[src/rtl/arc_mem_pkg.sv]
// Shared definitions for the main_memory port arbiter.
// Contents:
//   state_e        access sequencer states (IDLE, ACCESS, RESP)
//   PORT_F/PORT_D  requester identifiers used for grant and last-grant tracking
//   DEF_ADDR_W/DEF_DATA_W  default bus widths
//   is_misaligned  word-alignment test on the two address LSBs
package arc_mem_pkg;

  typedef enum logic [1:0] {
    IDLE   = 2'd0,
    ACCESS = 2'd1,
    RESP   = 2'd2
  } state_e;

  localparam logic PORT_F = 1'b0;
  localparam logic PORT_D = 1'b1;

  localparam int DEF_ADDR_W = 32;
  localparam int DEF_DATA_W = 32;

  function automatic logic is_misaligned(input logic [1:0] addr_lsb);
    return (addr_lsb != 2'b00);
  endfunction

endpackage

[src/rtl/rr_arbiter2.sv]
// Two-input round-robin arbiter with a last-grant register.
// Ports:
//   clk, rst_n   clock and asynchronous active-low reset (last grant resets to F)
//   req_f_i      fetch port request
//   req_d_i      data port request
//   update_i     commit the current grant as the new last grant
//   valid_o      at least one request present
//   gnt_o        granted port id (PORT_F / PORT_D), meaningful when valid_o=1
module rr_arbiter2
  import arc_mem_pkg::*;
(
  input  logic clk,
  input  logic rst_n,
  input  logic req_f_i,
  input  logic req_d_i,
  input  logic update_i,
  output logic valid_o,
  output logic gnt_o
);

  logic last_grant_q;
  logic last_grant_d;
  logic gnt_s;

  // Grant selection: a lone request wins outright; a contest goes to the port that did not win last.
  always_comb begin
    gnt_s = PORT_F;
    case ({req_d_i, req_f_i})
      2'b01:   gnt_s = PORT_F;
      2'b10:   gnt_s = PORT_D;
      2'b11:   gnt_s = (last_grant_q == PORT_F) ? PORT_D : PORT_F;
      default: gnt_s = PORT_F;
    endcase
  end

  // Last-grant next state: only moves when the sequencer actually takes a grant.
  always_comb begin
    if (update_i) begin
      last_grant_d = gnt_s;
    end else begin
      last_grant_d = last_grant_q;
    end
  end

  // Last-grant register.
  always_ff @(posedge clk or negedge rst_n) begin
    if (!rst_n) begin
      last_grant_q <= PORT_F;
    end else begin
      last_grant_q <= last_grant_d;
    end
  end

  assign valid_o = req_f_i | req_d_i;
  assign gnt_o   = gnt_s;

endmodule

[src/rtl/mem_port_arbiter.sv]
// Shares the single main_memory port between instruction fetch (F) and the
// load/store datapath (D). Each access runs IDLE -> ACCESS -> RESP; misaligned
// requests (when ALIGN_CHECK=1) skip ACCESS and are answered with err.
// Ports:
//   clk, rst                 clock, asynchronous active-low reset
//   f_req/f_addr             fetch request (read-only), held until f_ack
//   f_ack/f_err/f_rdata      fetch completion pulse, misalign flag, read data
//   d_req/d_we/d_addr/d_wdata  data request, held until d_ack
//   d_ack/d_err/d_rdata      data completion pulse, misalign flag, load data
//   mem_addr/mem_wdata/mem_rd/mem_wr  main_memory controls (registered)
//   mem_rdata                main_memory read data (valid one cycle after mem_rd)
//   busy                     high whenever the sequencer is not in IDLE
module mem_port_arbiter
  import arc_mem_pkg::*;
#(
  parameter int ADDR_W      = DEF_ADDR_W,
  parameter int DATA_W      = DEF_DATA_W,
  parameter bit ALIGN_CHECK = 1'b1
) (
  input  logic              clk,
  input  logic              rst,
  input  logic              f_req,
  input  logic [ADDR_W-1:0] f_addr,
  output logic              f_ack,
  output logic              f_err,
  output logic [DATA_W-1:0] f_rdata,
  input  logic              d_req,
  input  logic              d_we,
  input  logic [ADDR_W-1:0] d_addr,
  input  logic [DATA_W-1:0] d_wdata,
  output logic              d_ack,
  output logic              d_err,
  output logic [DATA_W-1:0] d_rdata,
  output logic [ADDR_W-1:0] mem_addr,
  output logic [DATA_W-1:0] mem_wdata,
  output logic              mem_rd,
  output logic              mem_wr,
  input  logic [DATA_W-1:0] mem_rdata,
  output logic              busy
);

  state_e            state_q, state_d;
  logic              gnt_q, gnt_d;
  logic [ADDR_W-1:0] mem_addr_q, mem_addr_d;
  logic [DATA_W-1:0] mem_wdata_q, mem_wdata_d;
  logic              mem_rd_q, mem_rd_d;
  logic              mem_wr_q, mem_wr_d;
  logic              f_ack_q, f_ack_d;
  logic              d_ack_q, d_ack_d;
  logic              f_err_q, f_err_d;
  logic              d_err_q, d_err_d;
  logic              busy_q, busy_d;

  logic              arb_valid_s;
  logic              arb_gnt_s;
  logic              arb_update_s;
  logic [ADDR_W-1:0] sel_addr_s;
  logic [DATA_W-1:0] sel_wdata_s;
  logic              sel_we_s;
  logic              sel_misaligned_s;

  rr_arbiter2 u_rr (
    .clk      (clk),
    .rst_n    (rst),
    .req_f_i  (f_req),
    .req_d_i  (d_req),
    .update_i (arb_update_s),
    .valid_o  (arb_valid_s),
    .gnt_o    (arb_gnt_s)
  );

  // Request mux: fetch never writes, so it presents we=0 and zero write data.
  always_comb begin
    if (arb_gnt_s == PORT_D) begin
      sel_addr_s  = d_addr;
      sel_wdata_s = d_wdata;
      sel_we_s    = d_we;
    end else begin
      sel_addr_s  = f_addr;
      sel_wdata_s = {DATA_W{1'b0}};
      sel_we_s    = 1'b0;
    end
    sel_misaligned_s = ALIGN_CHECK && is_misaligned(sel_addr_s[1:0]);
  end

  // Sequencer next state and registered-output next values.
  always_comb begin
    state_d      = state_q;
    gnt_d        = gnt_q;
    mem_addr_d   = mem_addr_q;
    mem_wdata_d  = mem_wdata_q;
    mem_rd_d     = 1'b0;
    mem_wr_d     = 1'b0;
    f_ack_d      = 1'b0;
    d_ack_d      = 1'b0;
    f_err_d      = 1'b0;
    d_err_d      = 1'b0;
    arb_update_s = 1'b0;
    case (state_q)
      IDLE: begin
        if (arb_valid_s) begin
          arb_update_s = 1'b1;
          gnt_d        = arb_gnt_s;
          mem_addr_d   = sel_addr_s;
          mem_wdata_d  = sel_wdata_s;
          if (sel_misaligned_s) begin
            // Rejected without touching memory: answer straight away.
            state_d = RESP;
            f_ack_d = (arb_gnt_s == PORT_F);
            d_ack_d = (arb_gnt_s == PORT_D);
            f_err_d = (arb_gnt_s == PORT_F);
            d_err_d = (arb_gnt_s == PORT_D);
          end else begin
            state_d  = ACCESS;
            mem_rd_d = ~sel_we_s;
            mem_wr_d = sel_we_s;
          end
        end else begin
          state_d = IDLE;
        end
      end
      ACCESS: begin
        // Memory captures rd/wr at the end of this cycle; its data appears in RESP.
        state_d = RESP;
        f_ack_d = (gnt_q == PORT_F);
        d_ack_d = (gnt_q == PORT_D);
      end
      RESP: begin
        state_d = IDLE;
      end
      default: begin
        state_d = IDLE;
      end
    endcase
    busy_d = (state_d != IDLE);
  end

  // State and output registers.
  always_ff @(posedge clk or negedge rst) begin
    if (!rst) begin
      state_q     <= IDLE;
      gnt_q       <= PORT_F;
      mem_addr_q  <= {ADDR_W{1'b0}};
      mem_wdata_q <= {DATA_W{1'b0}};
      mem_rd_q    <= 1'b0;
      mem_wr_q    <= 1'b0;
      f_ack_q     <= 1'b0;
      d_ack_q     <= 1'b0;
      f_err_q     <= 1'b0;
      d_err_q     <= 1'b0;
      busy_q      <= 1'b0;
    end else begin
      state_q     <= state_d;
      gnt_q       <= gnt_d;
      mem_addr_q  <= mem_addr_d;
      mem_wdata_q <= mem_wdata_d;
      mem_rd_q    <= mem_rd_d;
      mem_wr_q    <= mem_wr_d;
      f_ack_q     <= f_ack_d;
      d_ack_q     <= d_ack_d;
      f_err_q     <= f_err_d;
      d_err_q     <= d_err_d;
      busy_q      <= busy_d;
    end
  end

  assign f_ack     = f_ack_q;
  assign d_ack     = d_ack_q;
  assign f_err     = f_err_q;
  assign d_err     = d_err_q;
  assign mem_addr  = mem_addr_q;
  assign mem_wdata = mem_wdata_q;
  assign mem_rd    = mem_rd_q;
  assign mem_wr    = mem_wr_q;
  assign busy      = busy_q;

  // Read data passes straight through from memory to whichever port is being acked.
  assign f_rdata = f_ack_q ? mem_rdata : {DATA_W{1'b0}};
  assign d_rdata = d_ack_q ? mem_rdata : {DATA_W{1'b0}};

endmodule

[config.mk]
export PLATFORM = sky130hd
export DESIGN_NAME = mem_port_arbiter
export DESIGN_NICKNAME = d
export VERILOG_FILES = /design/src/rtl/arc_mem_pkg.sv /design/src/rtl/rr_arbiter2.sv /design/src/rtl/mem_port_arbiter.sv
export SDC_FILE = /design/constraint.sdc
export NUM_CORES = 1
export LEC_CHECK = 0
export ABC_CLOCK_PERIOD_IN_PS = 3000
export BUFFER_PORTS_ARGS = -buffer_cell sky130_fd_sc_hd__buf_2
export CAP_MARGIN = 20
export CORE_MARGIN = 5
export CORE_UTILIZATION = 27
export DETAILED_ROUTE_END_ITERATION = 8
export HOLD_SLACK_MARGIN = 0.06
export SLEW_MARGIN = 20
export SYNTH_ARGS = -nofsm -noshare
export SYNTH_HDL_FRONTEND = slang
export SYNTH_SLANG_ARGS = --single-unit
[constraint.sdc]
create_clock -name clk -period 3 [get_ports clk]
set_clock_uncertainty 0.05 [all_clocks]
set_input_delay 0.45 -clock clk [delete_from_list [all_inputs] [get_ports clk]]
set_output_delay 0.45 -clock clk [all_outputs]
set_load 0.02 [all_outputs]
# After elaboration in Yosys (flattened, before gate mapping)
# Index checks and enable logic that the tools add are counted.
[totals]
reg_bits = 75
input_bits = 133
out_inout_bits = 135
wordCells = 49
[op_classes]
n_eq_ne = 3
n_mux = 26
n_bitwise = 4
n_reduce_logical = 4
[op_table]
columns = ["cell", "n"]
rows = [
  ["32-bit two-way mux", 4],
  ["1-bit two-way mux", 16],
  ["1-bit one-hot mux with 2 select lines", 3],
  ["2-bit == test (second input constant)", 2],
  ["2-bit two-way mux", 2],
  ["2-bit one-hot mux with 2 select lines", 1],
  ["2-bit nonzero test", 2],
  ["1-bit NOT", 3],
  ["2-bit by 1-bit == test with 1-bit output (second input constant)", 1],
  ["2-bit logical NOT", 1],
  ["2-bit AND reduction", 1],
  ["1-bit OR", 1],
]

# Depth between registers and ports, before layout
[logic_depth]
depth_word = 8
ltp_mapped = 5
depth_no_buf = 3

# Cells and area by module
# A second synthesis with hierarchy kept.
[unflattened]
cells_unflattened = 389
hier_area_um2 = 3633.5
[modules_own_cells]
columns = ["mod", "n_inst", "cells_each", "area_each_um2", "seq_area_each_um2"]
rows = [
  ["mem_port_arbiter", 1, 385, 3575.9, 1851.8],
  ["rr_arbiter2", 1, 4, 57.6, 25.0],
]

# Least setup slack after synthesis
# OpenSTA, ideal clock, no wires.
[synth_timing]
path_kind = "in2reg"
from = "in d_req"
to = "reg mem_addr_q[17] (netlist: mem_addr[17])"
setup_time_ns = 0.125
arrival_ns = 1.473
required_time_ns = 2.825
path_slack_ns = 1.353
cell_stages = 5
path_buffers = 2
cell_sequence = "a21bo_2 -> buf_6 -> buf_6 -> mux2_1 -> mux2_2"
[synth_between]
elab_chain_cells = 3
word_cells_on_any_way = 6
classes_between = "eq/ne (2); mux (2); bitwise (1); reduce/logical (1)"
[synth_rtl]
columns = ["item", "line", "rtl"]
rows = [
  ["start: declaration", "mem_port_arbiter.sv:27", "input logic d_req,"],
  ["2-bit == test", "rr_arbiter2.sv:28", "case ({req_d_i, req_f_i})"],
  ["1-bit one-hot mux with 2 select lines", "rr_arbiter2.sv:28", ""],
  ["32-bit two-way mux", "mem_port_arbiter.sv:74", "if (arb_gnt_s == PORT_D) begin"],
  ["end signal: assignment", "mem_port_arbiter.sv:143", "mem_addr_q <= {ADDR_W{1'b0}};"],
  ["end signal: assignment", "mem_port_arbiter.sv:155", "mem_addr_q <= mem_addr_d;"],
  ["end: declaration", "mem_port_arbiter.sv:44", "logic [ADDR_W-1:0] mem_addr_q, mem_addr_d;"],
]
# Parallel ways exist; a longest one is shown, timed or not.
# A chain may end at the register's enable or synchronous reset.

==> summary by stage <==
Run status
The run finished with clean final reports.

Power and ir drop
The switching power summed over all nets is around 2000 uW. Of the total power, combinational logic draws between 40 and 50%. The clock network fraction of design power is roughly a fifth.

Net switching is between 40% and 50% of the power. The standby leakage power is ~0.0029 uW. Per report_power, the sequential group accounts for between 30% and 40% of the total.

The total internal power is between 2000 and 3000 uW. IR analysis of the VDD net gives a maximum drop of approximately 0.45 mV. The total power divided by cell area is around 940 nW/um2.

Placement
The number of port buffers is 267. Routability-driven placement finished with a final weighted congestion of around 0.87. The detailed placement HPWL is approximately 8900 um.

The number of placed instances, taps included, is 705.

CTS
CTS built an H-tree with a depth of 3. The later pin in the worst-skew pair is clocked with a latency of approximately 0.32 ns. TritonCTS built the clock tree. The clock sink total is 74. After clock tree synthesis, the clock-pin slew on the worst setup and hold paths is 0.06 ns. Post-CTS timing repair inserted 0 buffers for setup. The quantity of hold-fixing buffers added after cts is 0. The number of buffers on the longest clock path is 2. Clock tree synthesis inserted a total of 9 buffers. In this run, post-CTS repair resized a total of 0 instances. The cell sitting at the root of the clock tree is a sky130_fd_sc_hd__clkbuf_16.

Worst setup path
The worst register-to-register path begins at gnt_q. Along the worst path, the maximum fanout reaches 38. The depth of the worst register-to-register path is 3. The kind of start point of the critical path is a flop. The endpoint of the most critical register-to-register path is mem_addr[11]. Data on the critical path arrives at its endpoint at approximately 2.3 ns.

The setup slack on the worst flop-to-flop path is about 0.9 ns. The critical path in this run is classified as reg2reg. The required time at the worst-slack endpoint is between 3 and 4 ns. STA classifies the critical path endpoint as a flop.

Yosys
The cell type contributing the most total cell area after synthesis is sky130_fd_sc_hd__dfrtp_1. Summing every instance area after synthesis gives 3520 um2. After technology mapping, the gate count stands at 283.

The number of nets produced by synthesis is 416. For this run, asynchronously set or reset flops after synthesis account for between 90% and 100%. The number of flops mapped to enable cells by yosys is 0.

The register area share after synthesis is approximately 53%. The post-synthesis register bit count is 74. The top cell type by area accounts for 52.6% of the synthesized area. The synthesized area per cell is between 10 and 15 um2. The prevailing post-synth register cell is sky130_fd_sc_hd__dfrtp_1. Counting distinct cell types in the post-synthesis netlist gives 25.

The number of warnings reported in the yosys synthesis log is 0. By area the synthesized netlist is led by sky130_fd_sc_hd__dfrtp_1 53%, sky130_fd_sc_hd__mux2_2 16%, sky130_fd_sc_hd__and2_1 11%, sky130_fd_sc_hd__a22o_1 8.0%, sky130_fd_sc_hd__mux2_1 4.8%.

Timing
The final-report hold violation count was 0. For the pin with the worst max-slew slack, the measured transition is just under 1 ns. Setup repair after global routing left no endpoint under its margin. The minimum clock period is 2.09 ns. The portion of the clock cycle consumed by the worst path in the final layout is about 70%. Timing would allow up to ~480 MHz. The final-report max-slew violation count is 0. The worst pin sits at a relative slew slack of about a third. The summed negative setup slack over all endpoints is 0 ns.

The count of endpoints failing setup in the final report is 0.

Global route
Global routing used 13.5% of the available tracks across all layers. The via count of the first global-routing pass came to 3157. Entering global routing, the biggest net connects 75 pins.

For this run the aggregate overflow at the end of global routing stands at 0. The first global-routing pass estimated between 15000 and 20000 um of wire. The number of antenna violations at the first check in global routing came to 2.

Layout
The fraction of layout cells with a size suffix above 1 is 61.7%. The number of nets in the finished design is between 600 and 700. Across the whole layout, storage elements account for between 1500 and 2000 um2. The count of filler cells inserted in the layout is 1262.

Summing all multi-input logic gate instances after layout gives between 1500 and 2000 um2. From synthesis to final layout, the design area changed by 50.7%. Leaving out filler cells and counting taps, the final layout contains ~720.

Floorplanning
about 270 I/O pins were placed. The cell row count is 41. The die area is 15400 um2. Measured along the x axis, the die boundary spans 124 um. The area of the core is approximately 13000 um2. The y dimension of the die is approximately 120 um. The starting utilization of the core area is ~28%.

Drt
The via count of the routed design is between 3000 and 4000. The first TritonRoute pass finished after 4 iterations. The first routing iteration left around 50 violations. After detailed routing, the average wire length per cell comes to roughly 16 um. Wires add up to about 11000 um.

For this run, design rule violations remaining after detail routing come to 0. The count of nets left with antenna violations after detail routing is 0. Dividing the detail-routed via count by the number of cells gives 4.35.

Worst hold path
The type of the most critical hold path is in2async.

Run
The count of maximum capacitance violations is 0.
## worst max path at each step
stage,start,to,slack [ns],cells past startpoint
2_1_floorplan,d_req,mem_addr[17],1.35,5
3_3_place_gp,d_req,mem_addr[3],0.70,4
3_5_place_dp,d_req,mem_addr[11],0.68,4
4_1_cts,gnt_q,mem_addr[11],0.90,3
5_1_grt,gnt_q,mem_addr[11],0.82,3
6_report,gnt_q,mem_addr[11],0.91,3
## critical path: stages (launching register included)
cell and delay [ns]:
sky130_fd_sc_hd__dfrtp_1 0.42, sky130_fd_sc_hd__a21bo_2 0.82, sky130_fd_sc_hd__mux2_2 0.41, sky130_fd_sc_hd__mux2_2 0.27
## power by group through the flow
stage | sequential [uW] | clock [uW] | combinational, uW
floorplan | 2170 | 0 | 950
global placement | 1700 | 0 | 2230
detailed placement | 1710 | 0 | 2260
CTS | 1710 | 1090 | 2250
global route | 1760 | 1140 | 2370
finish | 1700 | 1060 | 2210
## Yosys cell counts, types with 3 or more instances
master / count
sky130_fd_sc_hd__clkbuf_1: 9
sky130_fd_sc_hd__nand2_1: 3
sky130_fd_sc_hd__buf_2: 8
sky130_fd_sc_hd__and2_1: 64
sky130_fd_sc_hd__buf_6: 3
sky130_fd_sc_hd__dfrtp_1: 74
sky130_fd_sc_hd__mux2_1: 15
sky130_fd_sc_hd__a21oi_1: 5
sky130_fd_sc_hd__a22o_1: 32
sky130_fd_sc_hd__mux2_2: 49
sky130_fd_sc_hd__nor2_1: 4
sky130_fd_sc_hd__inv_1: 3
## layout make-up
cell class / instances / area share, %
sequential: 74 / 34.9
tap: 172 / 4.06
clock inverter: 7 / 1.30
clock buffer: 9 / 4.24
antenna: 2 / 0.0943
multi-input combinational: 186 / 29.5
timing repair buffer: 270 / 25.7
inverter: 3 / 0.212
## cells by family after synthesis
kind of cell / after synthesis / share of synthesized area, %
simple gates: 79 / 13.5
mux: 64 / 20.5
buf+inv: 23 / 3.38
flops: 74 / 52.6
compound gates: 43 / 10.0
## registers in the layout, indices dropped and copies added, names as in the netlist
name / flops
mem_addr: 32
state_q: 2
mem_wr: 1
mem_wdata: 32
f_err: 1
busy: 1
d_err: 1
gnt_q: 1
mem_rd: 1
d_ack: 1
f_ack: 1
## placed cells by master, fill, tap and decap left out, types with 2 or more instances in the layout
master	n
sky130_fd_sc_hd__inv_1	3
sky130_fd_sc_hd__nor2_1	4
sky130_fd_sc_hd__diode_2	2
sky130_fd_sc_hd__a21oi_1	5
sky130_fd_sc_hd__mux2_1	15
sky130_fd_sc_hd__buf_4	4
sky130_fd_sc_hd__clkbuf_16	9
sky130_fd_sc_hd__clkinv_2	3
sky130_fd_sc_hd__a22o_1	32
sky130_fd_sc_hd__and2_1	64
sky130_fd_sc_hd__buf_2	266
sky130_fd_sc_hd__nor3_1	2
sky130_fd_sc_hd__mux2_2	49
sky130_fd_sc_hd__nand2_1	3
sky130_fd_sc_hd__dfrtp_1	74
sky130_fd_sc_hd__clkinvlp_4	2
## layer usage
metal | routed length (um) | global-route usage, % | share of wire (%) | vias up
met4 | 145 | 5.34 | 1.3 | 0
met3 | 1240 | 4.41 | 11 | 11
met2 | 5950 | 24.5 | 53 | 159
li1 | - | - | - | 1513
met1 | 3980 | 14.5 | 35 | 1465
met5 | 0 | 0 | 0 | -
## metrics by stage
step                setup WS, ns  cell area, um2  utilization, %  hold WS [ns]  power (uW)
global placement           0.705            5010            39.4         0.434        3920
finish                     0.912            5310            41.7         0.201        4970
floorplan                   1.35            3520               -         0.104        3120
detailed placement         0.684            5010            39.4         0.435        3960
CTS                        0.905            5300            41.7         0.260        5050
global route               0.821            5310            41.7         0.274        5270
Power figures use the tool's default switching activity.
